--- src/rtl/clock_set_sequencer.sv ---
// clock_set_sequencer: capture/edit/commit sequencer for setting the clock time, with field blink enables (optional 12-hour mode: CLOCK_SET_TWELVE_HOUR_EN).
module clock_set_sequencer #(
  parameter int BLINK_DIV = 25000000
) (
  input  logic       i_clk,
  input  logic       i_reset,
  input  logic       i_ena,
  input  logic       i_wr_toggle,
  input  logic [1:0] i_sel_val,
  input  logic       i_up_pulse,
  input  logic       i_down_pulse,
  input  logic [4:0] i_cur_hh,
  input  logic [5:0] i_cur_mm,
  input  logic [5:0] i_cur_ss,
  output logic [4:0] o_set_hh,
  output logic [5:0] o_set_mm,
  output logic [5:0] o_set_ss,
  output logic       o_load,
  output logic       o_hold,
  output logic [2:0] o_blink_mask,
`ifdef CLOCK_SET_TWELVE_HOUR_EN
  output logic       o_pm,
`endif
  output logic       o_busy
);
  localparam int CW = BLINK_DIV > 1 ? $clog2(BLINK_DIV) : 1;
  localparam logic [CW-1:0] LAST = CW'(BLINK_DIV - 1);
`ifdef CLOCK_SET_TWELVE_HOUR_EN
  localparam logic [4:0] HLO = 5'd1;
  localparam logic [4:0] HHI = 5'd12;
`else
  localparam logic [4:0] HLO = 5'd0;
  localparam logic [4:0] HHI = 5'd23;
`endif
  typedef enum logic [1:0] {RUN, CAPTURE, EDIT, COMMIT} state_t;
  state_t state;
  logic [CW-1:0] cnt;
  logic phase;
  logic [4:0] sh_hh, hh_n;
  logic [5:0] sh_mm, sh_ss, mm_n, ss_n;
  logic up, dn, hu, hd;
  function automatic logic [5:0] bump(input logic [5:0] v, input logic u, input logic d);
    return u ? (v >= 6'd59 ? 6'd0 : v + 6'd1) : d ? (v == 6'd0 ? 6'd59 : v - 6'd1) : v;
  endfunction
  // Simultaneous up and down cancel each other
  assign up = i_up_pulse & ~i_down_pulse;
  assign dn = i_down_pulse & ~i_up_pulse;
  assign hu = up && i_sel_val == 2'd2;
  assign hd = dn && i_sel_val == 2'd2;
  assign ss_n = bump(sh_ss, up && i_sel_val == 2'd0, dn && i_sel_val == 2'd0);
  assign mm_n = bump(sh_mm, up && i_sel_val == 2'd1, dn && i_sel_val == 2'd1);
  assign hh_n = hu ? (sh_hh >= HHI ? HLO : sh_hh + 5'd1) : hd ? (sh_hh <= HLO ? HHI : sh_hh - 5'd1) : sh_hh;
  assign o_set_mm = sh_mm;
  assign o_set_ss = sh_ss;
  assign o_hold = state != RUN;
  assign o_busy = state != RUN;
  assign o_load = state == COMMIT && i_ena;
  assign o_blink_mask = (state == EDIT && i_sel_val != 2'd3) ? {2'b00, phase} << i_sel_val : 3'b000;
`ifdef CLOCK_SET_TWELVE_HOUR_EN
  logic [4:0] cap_hh;
  assign cap_hh = i_cur_hh == 5'd0 ? 5'd12 : i_cur_hh > 5'd12 ? i_cur_hh - 5'd12 : i_cur_hh;
  // The timekeeper always receives 24-hour time at commit
  assign o_set_hh = state != COMMIT ? sh_hh :
                    o_pm ? (sh_hh == 5'd12 ? 5'd12 : sh_hh + 5'd12) : (sh_hh == 5'd12 ? 5'd0 : sh_hh);
`else
  assign o_set_hh = sh_hh;
`endif
  always_ff @(posedge i_clk) begin
    if (i_reset) begin
      state <= RUN;
      sh_hh <= '0;
      sh_mm <= '0;
      sh_ss <= '0;
      cnt <= '0;
      phase <= 1'b0;
`ifdef CLOCK_SET_TWELVE_HOUR_EN
      o_pm <= 1'b0;
`endif
    end else if (i_ena) begin
      cnt <= cnt == LAST ? '0 : cnt + 1'b1;
      if (cnt == LAST) phase <= ~phase;
      case (state)
        RUN: if (i_wr_toggle) state <= CAPTURE;
        CAPTURE: begin
          state <= EDIT;
          sh_mm <= i_cur_mm;
          sh_ss <= i_cur_ss;
`ifdef CLOCK_SET_TWELVE_HOUR_EN
          sh_hh <= cap_hh;
          o_pm <= i_cur_hh >= 5'd12;
`else
          sh_hh <= i_cur_hh;
`endif
        end
        EDIT: begin
          if (!i_wr_toggle) state <= COMMIT;
          else begin
            sh_ss <= ss_n;
            sh_mm <= mm_n;
            sh_hh <= hh_n;
`ifdef CLOCK_SET_TWELVE_HOUR_EN
            if ((hu && sh_hh == 5'd11) || (hd && sh_hh == 5'd12)) o_pm <= ~o_pm;
`endif
          end
        end
        default: state <= RUN;
      endcase
    end
  end
endmodule

--- config.mk ---
export PLATFORM = sky130hd
export DESIGN_NAME = clock_set_sequencer
export DESIGN_NICKNAME = d
export VERILOG_FILES = /design/src/rtl/clock_set_sequencer.sv
export SDC_FILE = /design/constraint.sdc
export NUM_CORES = 1
export LEC_CHECK = 0
export CORE_ASPECT_RATIO = 1.2
export CORE_MARGIN = 5
export CORE_UTILIZATION = 45
export DETAILED_ROUTE_END_ITERATION = 8
export DONT_BUFFER_PORTS = 1
export PLACE_DENSITY = 0.67
export SYNTH_ARGS = -nofsm -noshare
export SYNTH_HDL_FRONTEND = slang
export SYNTH_SLANG_ARGS = --single-unit
--- constraint.sdc ---
create_clock -name i_clk -period 1.65 [get_ports i_clk]
set_input_delay 0.2475 -clock i_clk [delete_from_list [all_inputs] [get_ports i_clk]]
set_output_delay 0.2475 -clock i_clk [all_outputs]
set_load 0.1 [all_outputs]
Word-level counts from Yosys, hierarchy flattened. Cells that the tools add are included.

Reduce and logical (&&, ||, !) cells: 19. Add/sub/neg operators: 7. Bitwise operators: 5. Order comparisons: 4. Divide/modulo/power cells: 0. Shift operators: 1. Multiply operators: 0. Equality and inequality tests: 13. Muxes and demuxes: 23.

Operators with widths (number): $mux W6 (10); $add A25 B1 Y25 const B (1); $eq A25 B25 Y1 const B (1); $mux W25 (1); $mux W5 (5); $pmux W6 S2 (2); $add A6 B1 Y6 const B (2); $ge A6 B6 Y1 const B (2); $logic_not A6 Y1 (2); $reduce_and A4 Y1 (3); $sub A6 B1 Y6 const B (2); $pmux W5 S2 (1); $ne A3 B3 Y1 const B (3); $logic_and A1 B1 Y1 (8); $ne A2 B2 Y1 const B (4); $eq A2 B2 Y1 const B (3); $pmux W2 S3 (1); $add A5 B1 Y5 const B (1); $ge A5 B5 Y1 const B (1); $le A5 B1 Y1 const B (1); $sub A5 B1 Y5 const B (1); $eq A2 B1 Y1 const B (2); $logic_not A2 Y1 (2); $mux W2 (2); other kinds (7) (11).

Word-level logic and storage cells: 78. Memories kept: 0. Bits in writable memories: 0. Input bits: 25. Memory bits (read-only): 0. Output and inout port bits: 23. Flip-flop bits (word level): 45. Latch bits: 0.

Depth between registers and ports, before layout.
Word-level depth: 7. Depth in mapped cells: 9. Gate-level depth less buffers: 7.

Worst setup path before layout. No wires, ideal clock.

Path kind: register to output. From: register state[0]. To: output o_blink_mask[2]. Path slack: -2863 ps. Path buffers: 2. Arrival time: 4266 ps. Stages on the path, launching flop included: 7. Required time: 1402 ps. Path through: dfxtp_1 > inv_1 > ha_1 > buf_2 > clkinv_1 > clkbuf_1 > nor4b_1.

Cells in the longest elaborated chain, start to end: 3.

Ends and longest elaborated chain: start: declaration (line 36) `state_t state;`; start signal: assignment (line 70) `state <= RUN;`; start signal: assignment (line 83) `RUN: if (i_wr_toggle) state <= CAPTURE;`; start signal: assignment (line 85) `state <= EDIT;`; $eq A2 B2 Y1 (line 58) `assign o_blink_mask = (state == EDIT && i_sel_val != 2'd3) ? {2'b00, phase} << i_sel_val : 3'b000;`; $logic_and A1 B1 Y1 (line 58); $mux W3 (line 58); end: declaration (line 20) `output logic [2:0] o_blink_mask,`.

No other way between the ends.

Final worst setup path. Same ends and word-level chain as after synthesis.

==> reports/metrics.csv <==
metric,value,unit
status,"complete, but fails checks",
violations,setup timing,
leakagePower,0.001501,uW
drt-met1-wl,3426,um
ys_async_sr_fraction,0,
clkLatencyLatePin,0.30,ns
power_frac_clock,0.299,
nets,490,
die_w,85.85,um
ff2ff_setup_slack,-0.12,ns
dr.first_iter.drc_count,202,
seq_area_frac_synth,0.2900,
crit_path_start,state[0],
netlist_area,3107,um^2
placed_area,3740,um^2
drive_gt1_frac,0.4018,
cp_slowest_cell,dfxtp_2,
finalSetupViolations,38,
crit_fanout,3,
peakVddDrop,417.1,uV
hold_violations,0,
critPathKind,flip-flop to output pin,
maxUsedRoutingLayer,met4,
drv_cap,0,
p_int,1846,uW
wl,9512,um
antenna_cells,0,
dr_wl_met2,5252,um
switching_share,0.3382,
die_h,101.0,um
period_minus_slack,1.792,ns
syn_inst,399,
core,6771,um^2
rsz0062_at_grt,yes,
final_area,4407,um^2
cts_buffer_depth,2,
period_share,1.086,
cp-start-kind,flip-flop,
grt_max_degree,26,
drc_errors,0,
avgSynthCellArea,7.786,um^2
cpPeakStageDelay,0.34,ns
wl_met3,625,um
io-pin-count,48,
worstHoldStart,i_reset,
io_buffers,0,
cts.sinks,45,
cts_buffers,5,
fmax,557.9,MHz
p_switching,943.2,uW
ys_warn_count,0,
antenna_found_initial,0,
crit_buf_inv,4,
cts_tree,done,
ys_dominant_reg_cell,dfxtp_1,
vias,3256,
slew_viol_final,0,
worst_slew_pin_slew,0.6964,ns
synth-edff-count,0,
grt_pass1_wl,14020,um
place_congestion,0.8814,
synthTopCellsByArea,"dfxtp_1, nor2_1, xor2_1",
netlist.area_leader.share,0.2900,
pwr-share-seq,0.418,
p_comb_frac,0.284,
critPathArrivalTime,1.54,ns
cts-root-buf,clkbuf_8,
area_growth,41.84,%
setup_ws,-0.1423,ns
core.rowCount,33,
die_area,8673,um^2
yosys.area.top_type,dfxtp_1,
crit_chain,inv_2 -> ha_4 -> buf_8 -> clkinv_8 -> nor4b_4 -> buf_12,
vias_per_cell,6.030,
clock_skew,0.01245,ns
rr_startpoint,cnt[20],
hp-class,input port to flip-flop,
dp_hpwl,6063,um
ys_ff_latch,45,
initial_utilization,0.4588,
crit_family,buffers and inverters,
wl_per_cell,17.61,um
utilization,0.6508,
grt_pass1_vias,3024,
syn-num-nets,437,
cp-end-kind,output pin,
dr.pass1.iters,6,
slew_headroom,0.5342,
grt_overflow,0,
grt_util_all_layers,0.1976,
powerDensity,632.9,nW/um^2
cp_data_required_time,1.40,ns
postRouteAntennaNets,0,
htreeDepth,2,
path_clk_slew,0.10,ns
synth_cell_type_count,67,
what timing repair did:
item	in CTS	in global routing
hold endpoints to repair	13	2
cloned	0	3
resized for setup	14	78
pin swaps	3	33
hold buffers	1	1
setup buffers	6	9
endpoints found under the setup margin	11	48
synthesized netlist by cell type, types with 3 or more instances:
| library cell | instances |
|---|---|
| inv_1 | 14 |
| a21oi_1 | 22 |
| nand4_1 | 13 |
| nor4b_1 | 3 |
| nand2b_1 | 5 |
| xnor2_1 | 9 |
| nor3b_1 | 3 |
| clkbuf_1 | 18 |
| a211oi_1 | 6 |
| o21a_1 | 3 |
| nor2b_1 | 9 |
| ha_1 | 13 |
| nand3b_1 | 4 |
| nand2_1 | 29 |
| nor2_1 | 46 |
| o2111ai_1 | 4 |
| dfxtp_1 | 45 |
| o211ai_1 | 3 |
| nor3_1 | 11 |
| buf_2 | 7 |
| and3_1 | 7 |
| a31oi_1 | 3 |
| a311oi_1 | 3 |
| nand3_1 | 23 |
| o21ai_0 | 19 |
| o311ai_0 | 3 |
| xor2_1 | 19 |
| nor4_1 | 5 |
| mux2i_1 | 3 |
cell usage in the layout (no fill, tap or decap), types with 6 or more instances in the layout:
cell type and count:
nand2_1 26, dfxtp_1 23, nor2_1 25, ha_1 8, dfxtp_4 18, buf_4 59
nand4_1 13, nand3_1 22, clkbuf_8 6, xor2_1 16, nor2_4 17, xnor2_1 8
nor3_1 9, a21oi_1 21, buf_12 6, inv_1 7, nor2b_1 6, o21ai_0 17
final cells by class:
class / instances / area (um^2)
Inverter: 15 / 75.07
Tap cell: 87 / 108.9
Clock buffer: 8 / 111.4
Timing Repair Buffer: 73 / 681.9
Multi-Input combinational cell: 312 / 2456
Sequential cell: 45 / 973.4
Fill cell: 554 / 2365
final timing paths:
check,cells past startpoint,endpoint
hold / removal,1,o_set_ss[4]
hold reg to reg,2,o_set_mm[0]
setup reg to reg,6,cnt[18]
setup / recovery,6,o_blink_mask[2]
logic make-up after synthesis:
group           count (synthesis)  synth area share
simple gates                  176            0.3069
compound gates                 92            0.2074
flops                          45            0.2900
buf+inv                        42           0.05477
xor+xnor                       28           0.07894
fa+ha+maj                      13           0.05236
mux                             3          0.009666
power by group through the flow:
| stage | Clock [uW] | Combinational [uW] | Sequential, uW |
|---|---|---|---|
| after floorplan | 0 | 393 | 1310 |
| after global placement | 0 | 645 | 1180 |
| after detailed placement | 0 | 657 | 1180 |
| after CTS | 854 | 694 | 1160 |
| after global routing | 913 | 839 | 1170 |
| final | 833 | 792 | 1160 |
through the flow:
step | std cells | TNS [ns] | worst slack, ns | hold WS, ns | power [uW]
6_report | 540 | -3.223 | -0.1423 | 0.01969 | 2789
5_1_grt | 540 | -7.142 | -0.2094 | 0.01034 | 2923
4_1_cts | 528 | -0.4080 | -0.1526 | 0.0004063 | 2705
3_5_place_dp | 513 | -0.1131 | -0.06347 | 0.3087 | 1841
3_3_place_gp | 513 | 0 | 0.008320 | 0.3073 | 1828
2_1_floorplan | 399 | -0.7855 | -0.5485 | 0.4167 | 1700
registers in the layout, indices dropped and copies added, names as in the netlist:
| register | flops |
|---|---|
| cnt | 25 |
| o_set_hh | 5 |
| o_set_mm | 6 |
| o_set_ss | 6 |
| phase | 1 |
| state | 2 |
layer usage:
layer,global-route usage,up-vias
met5,0,-
met2,0.3708,115
met1,0.2174,1568
li1,-,1553
met3,0.04497,20
met4,0.06334,0
(Power assumes the default switching activity.)
